**src/rtl/freq_meter_pkg.sv**
```systemverilog
// Shared types and constants for the gated frequency meter.
package freq_meter_pkg;

  // Measurement FSM: idle with the display blanked, or running back-to-back windows.
  typedef enum logic {
    IDLE,
    MEASURE
  } state_e;

  // Largest value a 4-digit decimal display can show.
  localparam int unsigned DISP_MAX = 9999;

  // Width of the edge counter and of the X result.
  localparam int unsigned CNT_W = 14;

endpackage

```
**src/rtl/sync_edge_det.sv**
```systemverilog
// Multi-stage synchroniser for an asynchronous input followed by a rising-edge detector.
module sync_edge_det #(
  parameter int unsigned SYNC_STAGES = 2
) (
  input  logic clk,
  input  logic rst,
  input  logic din,
  output logic rise
);

  logic [SYNC_STAGES-1:0] sync_q;
  logic                   dly_q;

  // Shift din through the synchroniser; dly_q keeps the previous synchronised value.
  always_ff @(posedge clk) begin
    if (rst) begin
      sync_q <= '0;
      dly_q  <= 1'b0;
    end else begin
      sync_q <= {sync_q[SYNC_STAGES-2:0], din};
      dly_q  <= sync_q[SYNC_STAGES-1];
    end
  end

  assign rise = sync_q[SYNC_STAGES-1] & ~dly_q;

endmodule

```
**src/rtl/freq_meter_gate.sv**
```systemverilog
// Gated edge counter: counts sig_in rising edges over GATE_CYCLES clocks and latches the
// saturated count as X for a 4-digit display, with back-to-back windows while run is high.
module freq_meter_gate
  import freq_meter_pkg::*;
#(
  parameter int unsigned GATE_CYCLES = 50_000_000,
  parameter int unsigned MAX_COUNT   = DISP_MAX,
  parameter int unsigned SYNC_STAGES = 2
) (
  input  logic             clk,
  input  logic             rst,
  input  logic             run,
  input  logic             hold,
  input  logic             sig_in,
  output logic [CNT_W-1:0] X,
  output logic             EN,
  output logic             ovf,
  output logic             done
);

  localparam int unsigned TW = $clog2(GATE_CYCLES);
  localparam logic [TW-1:0]    LastTick = TW'(GATE_CYCLES - 1);
  localparam logic [CNT_W-1:0] MaxCnt   = CNT_W'(MAX_COUNT);

  state_e           state_q, state_d;
  logic [TW-1:0]    timer_q, timer_d;
  logic [CNT_W-1:0] cnt_q, cnt_d, cnt_nxt;
  logic [CNT_W-1:0] x_q, x_d;
  logic             sat_q, sat_d, sat_nxt;
  logic             en_q, en_d;
  logic             ovf_q, ovf_d;
  logic             done_q, done_d;
  logic             rise;

  sync_edge_det #(
    .SYNC_STAGES(SYNC_STAGES)
  ) u_sync_edge_det (
    .clk (clk),
    .rst (rst),
    .din (sig_in),
    .rise(rise)
  );

  // Saturating count candidate for this cycle; also used on the window-end cycle so that
  // an edge arriving in the last cycle still lands in the latched result.
  always_comb begin
    cnt_nxt = cnt_q;
    if (rise && (cnt_q < MaxCnt)) begin
      cnt_nxt = cnt_q + CNT_W'(1);
    end
    sat_nxt = sat_q | (cnt_nxt == MaxCnt);
  end

  // Next-state logic for the FSM, gate timer, counter and output registers.
  always_comb begin
    state_d = state_q;
    timer_d = timer_q;
    cnt_d   = cnt_q;
    sat_d   = sat_q;
    x_d     = x_q;
    en_d    = en_q;
    ovf_d   = ovf_q;
    done_d  = 1'b0;

    unique case (state_q)
      IDLE: begin
        timer_d = '0;
        cnt_d   = '0;
        sat_d   = 1'b0;
        x_d     = '0;
        en_d    = 1'b0;
        ovf_d   = 1'b0;
        if (run) begin
          state_d = MEASURE;
        end
      end
      MEASURE: begin
        if (!run) begin
          // Dropping run wins over a window end: partial result is thrown away.
          state_d = IDLE;
          timer_d = '0;
          cnt_d   = '0;
          sat_d   = 1'b0;
          x_d     = '0;
          en_d    = 1'b0;
          ovf_d   = 1'b0;
        end else if (timer_q == LastTick) begin
          timer_d = '0;
          cnt_d   = '0;
          sat_d   = 1'b0;
          if (!hold) begin
            x_d    = cnt_nxt;
            ovf_d  = sat_nxt;
            en_d   = 1'b1;
            done_d = 1'b1;
          end
        end else begin
          timer_d = timer_q + TW'(1);
          cnt_d   = cnt_nxt;
          sat_d   = sat_nxt;
        end
      end
    endcase
  end

  // State and output registers with synchronous reset.
  always_ff @(posedge clk) begin
    if (rst) begin
      state_q <= IDLE;
      timer_q <= '0;
      cnt_q   <= '0;
      sat_q   <= 1'b0;
      x_q     <= '0;
      en_q    <= 1'b0;
      ovf_q   <= 1'b0;
      done_q  <= 1'b0;
    end else begin
      state_q <= state_d;
      timer_q <= timer_d;
      cnt_q   <= cnt_d;
      sat_q   <= sat_d;
      x_q     <= x_d;
      en_q    <= en_d;
      ovf_q   <= ovf_d;
      done_q  <= done_d;
    end
  end

  assign X    = x_q;
  assign EN   = en_q;
  assign ovf  = ovf_q;
  assign done = done_q;

endmodule

```
**config.mk**
```make
export PLATFORM = sky130hd
export DESIGN_NAME = freq_meter_gate
export DESIGN_NICKNAME = d
export VERILOG_FILES = /design/src/rtl/freq_meter_pkg.sv /design/src/rtl/sync_edge_det.sv /design/src/rtl/freq_meter_gate.sv
export SDC_FILE = /design/constraint.sdc
export NUM_CORES = 1
export LEC_CHECK = 0
export BUFFER_PORTS_ARGS = -buffer_cell sky130_fd_sc_hd__buf_2
export CAP_MARGIN = 20
export CORE_MARGIN = 10
export CORE_UTILIZATION = 60
export CTS_CLUSTER_DIAMETER = 150
export DETAILED_ROUTE_END_ITERATION = 16
export PLACE_DENSITY = 0.82
export SLEW_MARGIN = 20
export SYNTH_ARGS = -nofsm -noshare
export SYNTH_HDL_FRONTEND = slang
export SYNTH_SLANG_ARGS = --single-unit
```
**constraint.sdc**
```tcl
create_clock -name clk -period 3.6 [get_ports clk]
set_input_delay 0 -clock clk [delete_from_list [all_inputs] [get_ports clk]]
set_output_delay 0 -clock clk [all_outputs]
set_load 0.02 [all_outputs]
```
[Word-level counts from Yosys, hierarchy flattened]
Index checks and enable logic that the tools add are counted.
Storage, ports and cells
  bits in writable memories: 0
  register bits after elaboration: 62
  logic and storage cells: 50
  output and inout port bits: 17
  memories kept: 0
  bits in latches: 0
  ROM bits: 0
Cells by class
  reduce and logical (&&, ||, !) cells: 3
  add/subtract/negate cells: 2
  div/mod/pow operators: 0
  eq/ne operators: 4
  order comparisons: 1
  muxes and demuxes: 24
  multiply operators: 0
  shift-type cells: 0
  bitwise operators: 6
Operator list (count)
  2-to-1 mux 14 bit: 6
  one-hot mux 14 bit (2 select lines): 2
  2-to-1 mux 26 bit: 2
  one-hot mux 26 bit (2 select lines): 1
  adder 26 x 1 -> 26 bit (second input constant): 1
  == test 26 bit (second input constant): 1
  adder 14 x 1 -> 14 bit (second input constant): 1
  == test 14 bit (second input constant): 1
  less-than comparator 14 bit (second input constant): 1
  2-to-1 mux 1 bit: 10
  one-hot mux 1 bit (2 select lines): 3
  inverter 1 bit: 4
  OR reduction 4 bit: 1
  inequality test 3 x 2 -> 1 bit (second input constant): 1
  inequality test 3 bit (second input constant): 1
  AND reduction 2 bit: 1
  AND 1 bit: 1
  logical AND 1 bit: 1
  bitwise OR 1 bit: 1

[Logic depth before layout (Yosys ltp)]
  depth in word-level cells: 10
  mapped depth: 8
  depth with buffers taken out: 8

[Hierarchy]
From an unflattened synthesis, not the netlist that was laid out.
Unflattened totals
  cell total of the unflattened synthesis: 318
  area total of the unflattened synthesis: 2896.5 µm²
By module, submodules not included
  freq_meter_gate: seq. area each 1181.1 µm², cells each 311, instances 1, area an instance 2808.9 µm²
  sync_edge_det: seq. area each 60.1 µm², cells each 7, instances 1, area an instance 87.6 µm²

[Worst setup path before layout]
OpenSTA, ideal clock, no wires.
  kind: register to register
  start: register cnt_q[0]
  end: register ovf_q, in the netlist ovf
  stages on the path, launching flop included: 9
  library setup time: 0.080 ns
  slack: 1.434 ns
  data arrival time: 2.086 ns
  buffers on the path: 0
  cells stage by stage: dfxtp_1 > ha_1 > a311oi_2 > nor4_4 > nor4_1 > xor2_1 > nor4_1 > a41oi_1 > a211oi_2
On the way
  longest elaborated chain between the ends: 9
  elaborated cells on any way between the ends: 10
  classes of those cells: 1 x add/sub; 1 x order compare; 1 x eq/ne; 5 x mux; 1 x bitwise; 1 x reduce/logical
Ends and longest elaborated chain
  from (decl): line freq_meter_gate.sv:27  | logic [CNT_W-1:0] cnt_q, cnt_d, cnt_nxt;
  from (signal assigned): line freq_meter_gate.sv:120  | cnt_q <= cnt_d;
  less-than comparator 14 bit: line freq_meter_gate.sv:48  | if (rise && (cnt_q < MaxCnt)) begin
  logical AND 1 bit: line freq_meter_gate.sv:48
  2-to-1 mux 14 bit *: line freq_meter_gate.sv:48
  == test 14 bit *: line freq_meter_gate.sv:51  | sat_nxt = sat_q | (cnt_nxt == MaxCnt);
  bitwise OR 1 bit *: line freq_meter_gate.sv:51
  2-to-1 mux 1 bit *: line freq_meter_gate.sv:91  | if (!hold) begin
  2-to-1 mux 1 bit *: line freq_meter_gate.sv:87  | end else if (timer_q == LastTick) begin
  2-to-1 mux 1 bit *: line freq_meter_gate.sv:78  | if (!run) begin
  one-hot mux 1 bit (2 select lines) *: line freq_meter_gate.sv:65  | unique case (state_q)
  to (signal assigned): line freq_meter_gate.sv:124  | ovf_q <= ovf_d;
  to (decl): line freq_meter_gate.sv:31  | logic ovf_q, ovf_d;
Mark *: on every way between the ends. The rest lies on a longest branch, timed or not. The select of a mux whose other input is x is not followed.
A chain may end at the register's enable or synchronous reset.

[Worst setup path after layout]
  start: register timer_q[3]
  end: register timer_q[10]
On the way
  longest elaborated chain between the ends: 4
  elaborated cells on any way between the ends: 5
  classes of those cells: 1 x add/sub; 1 x eq/ne; 3 x mux
Ends and longest elaborated chain
  from (decl): line freq_meter_gate.sv:26  | logic [TW-1:0] timer_q, timer_d;
  from (signal assigned): line freq_meter_gate.sv:119  | timer_q <= timer_d;
  adder 26 x 1 -> 26 bit or == test 26 bit (tied branches): line freq_meter_gate.sv:98, freq_meter_gate.sv:87
  2-to-1 mux 26 bit *: line freq_meter_gate.sv:87
  2-to-1 mux 26 bit *: line freq_meter_gate.sv:78
  one-hot mux 26 bit (2 select lines) *: line freq_meter_gate.sv:65
Mark *: on every way between the ends. The rest lies on a longest branch, timed or not.

==> summary.txt <==
Min path
  – Worst Hold Class: input pin to register

Outcome
  – Result of the run: finished clean

Placement
  – Post-DP HPWL: 3650 um
  – Number of buffers added on ports: 21
  – Final weighted congestion in routability-driven placement: 0.915

Synth
  – Number of distinct library cells after synthesis: 41
  – Flops & latches, synth: 62
  – Area share of the leading cell type in the synthesized netlist: 45.9%
  – Number of synthesis warnings: 0
  – Top cells by area in the synthesized netlist: dfxtp_1, nor2_1, a211oi_2, xor2_1, xnor2_1
  – Async set-or-reset flop fraction in the synthesized netlist: 0%
  – Post-synthesis cell count: 290
  – Post-synth top cells: nor2_1, dfxtp_1, xor2_1, nand3_1, xnor2_1
  – Most frequent cell after synthesis: nor2_1
  – Fraction of the yosys area taken by sequential cells: 45.9%
  – Mean area per synthesized cell: 9.32 um^2
  – Leading register cell type out of synthesis: dfxtp_1
  – Cell area after technology mapping: 2700 um^2
  – Number of enable-type register cells in the synthesized netlist: 0
  – Leading area contributor after synthesis: dfxtp_1
  – Total nets after synthesis: 297

Route
  – Routed vias/inst: 5.52
  – Via total after detailed routing: 2064
  – First-iteration detailed-routing DRC count: 119
  – Count of antenna-violating nets left after detailed routing: 0
  – First-pass iteration count of the detailed router: 4
  – Post-detailed-route wirelength per cell: 14.2 um
  – DRC errors left: 0
  – Routed wire length: 5310 um

Floorplanning
  – Initial core utilization: 62.1%
  – Top-Level Pins: 22
  – Overall die height: 87.1 um
  – Horiz. Die Dim: 87.1 um
  – Core area: 4350 um^2
  – Standard-cell rows: 24
  – Die Footprint: 7590 um^2

Setup path
  – Element type at the critical path start: register
  – Critical Path Fanout Max: 25
  – Arrival @ worst endpoint: 2810 ps
  – Top delay family on crit path: simple AND/OR/NAND/NOR gates
  – Worst Path Required: 3810 ps
  – Max incr delay on CP: 560 ps
  – Critical Path End Type: register
  – Critical path class: register to register
  – Sum of buffers and inverters on the critical path: 1
  – Crit-path cells: and3_1 -> and4_4 -> nand3_1 -> or4_1 -> nand3_1 -> buf_4 -> nor2_1
  – Slowest cell on crit path: or4_1
  – Cell repeated most along the worst path: nand3_1

Timing
  – Transition time at the pin with the least slew margin: 965 ps
  – Final Hold Vio Count: 0
  – Final worst clock skew: 11.1 ps
  – Min cycle time layout: 2600 ps
  – Setup TNS Final: 0 ps
  – Worst slew margin relative to its limit: 35.5%
  – Fmax: 0.384 GHz
  – Pins Over Slew Limit: 0
  – Fraction of the cycle the final worst path needs: 72.3%
  – Worst slack on hold paths: 425 ps
  – Setup repair after global routing missed its margin: no
  – Final setup vio count: 0

Pwr
  – Worst ir drop on vdd: 428 uV
  – Pwr dens: 430 nW/um^2
  – Leakage: 1.01 nW

GRT
  – Via count of the first global-routing pass: 2032
  – Total overflow reported by the global router: 0
  – Initial antenna violation count: 0
  – Global-route wire length before repair: 9120 um
  – Pin count of the biggest net entering global routing: 31
  – Global router's overall resource usage: 15.0%

Final layout
  – Synthesis-to-layout area growth: 13.4%
  – Fraction of layout instances using a drive strength above 1: 19.3%
  – Ant diodes: 0
  – Net count reported at finish: 324

Clock tree
  – Quantity of gates resized following cts: 0
  – Number of clock sinks: 62
  – H-tree depth reported by CTS: 3
  – Clock tree root driver cell: clkbuf_8
  – Buffer depth of the longest clock path: 2
  – Clock-pin transition on the worst setup and hold timing paths: 60 ps
  – Hold buffer count at CTS: 4
  – Inserted Clock Buffers: 9
  – CTS tree: built
  – Total setup buffers inserted after CTS: 0
  – Insertion delay to the later sink of the worst-skew pair: 330 ps

Run
  – Maximum capacitance violations: 0
-- per-layer routing --
layer,part of all wire (%),routed length (um),up-vias,global-route usage [%]
met3,4.8,253,11,4.40
met4,2.1,110,0,7.97
met5,0,0,-,0
li1,-,-,1048,-
met2,50,2660,48,24.8
met1,43,2290,957,17.1
-- path summary, 6_finish.rpt --
check,to,from,slack (ps),cells after the start
worst max-delay path,timer_q[10],timer_q[3],1000,7
worst min-delay path,u_sync_edge_det.sync_q[0],sig_in,420,3
worst max register to register,timer_q[10],timer_q[3],1000,7
worst min register to register,timer_q[0],timer_q[0],440,1
-- state kept, by name (all words and copies together) (netlist names) --
signal,flops
done,1
cnt_q,14
u_sync_edge_det.sync_q,2
timer_q,26
state_q,1
X,14
sat_q,1
ovf,1
EN,1
u_sync_edge_det.dly_q,1
-- final cells by class --
cell class / instances / area (um^2)
Tap cell: 52 / 65.1
Fill cell: 331 / 1290
Timing Repair Buffer: 27 / 160
Clock inverter: 4 / 45.0
Clock buffer: 12 / 155
Multi-Input combinational cell: 213 / 1390
Sequential cell: 62 / 1240
Inverter: 4 / 15.0
-- stage by stage --
stage,std cells,power (mW),setup slack (ps),utilization [%],cell area (um^2)
final,374,1.32,998,70.4,3070
after global routing,374,1.36,788,70.4,3070
after CTS,374,1.33,990,70.4,3070
after detailed placement,354,0.721,1050,64.9,2830
after global placement,354,0.720,1080,64.9,2830
after floorplan,290,0.715,1430,-,2700
-- logic make-up (layout without fill, tap and decap cells) --
family                     Yosys count  count (layout)  synth area share, %
AOI/OAI and AO/OA                   23              23                 9.30
xor gates and xnor gates            37              37                 12.0
adders and majority gates            2               2                0.925
buffers and inverters               15              47                 2.87
DFF                                 62              62                 45.9
muxes                                3               3                 1.11
and+or+nand+nor                    148             148                 27.9
-- worst min-delay path, stage by stage --
cell,delay [ps]
dlygate4sd3_1,520
buf_2,90
nor2b_1,110
-- power by group --
part           internal [mW]  switching [mW]
Combinational        0.00742          0.0117
Clock                  0.354           0.257
Sequential             0.688         0.00104
Total                   1.05           0.270
-- layout by cell type, fill, tap and decap left out, types with 2 or more instances in the layout --
cell and instances:
nor2_1 66, dfxtp_1 62, buf_2 21, xor2_1 20, nand3_1 19, xnor2_1 17
nand2_1 16, a211oi_2 14, clkbuf_8 11, and3_1 6, nand4_1 6, nor3_1 6
nor2b_1 5, inv_1 4, dlygate4sd3_1 4, nand2b_1 3, nor4_1 3, mux2i_1 3
clkinv_2 3, or3_1 2, and4_1 2, o21ai_1 2, nand4b_1 2, nor4_2 2
ha_1 2, buf_4 2
Power figures use the tool's default switching activity.
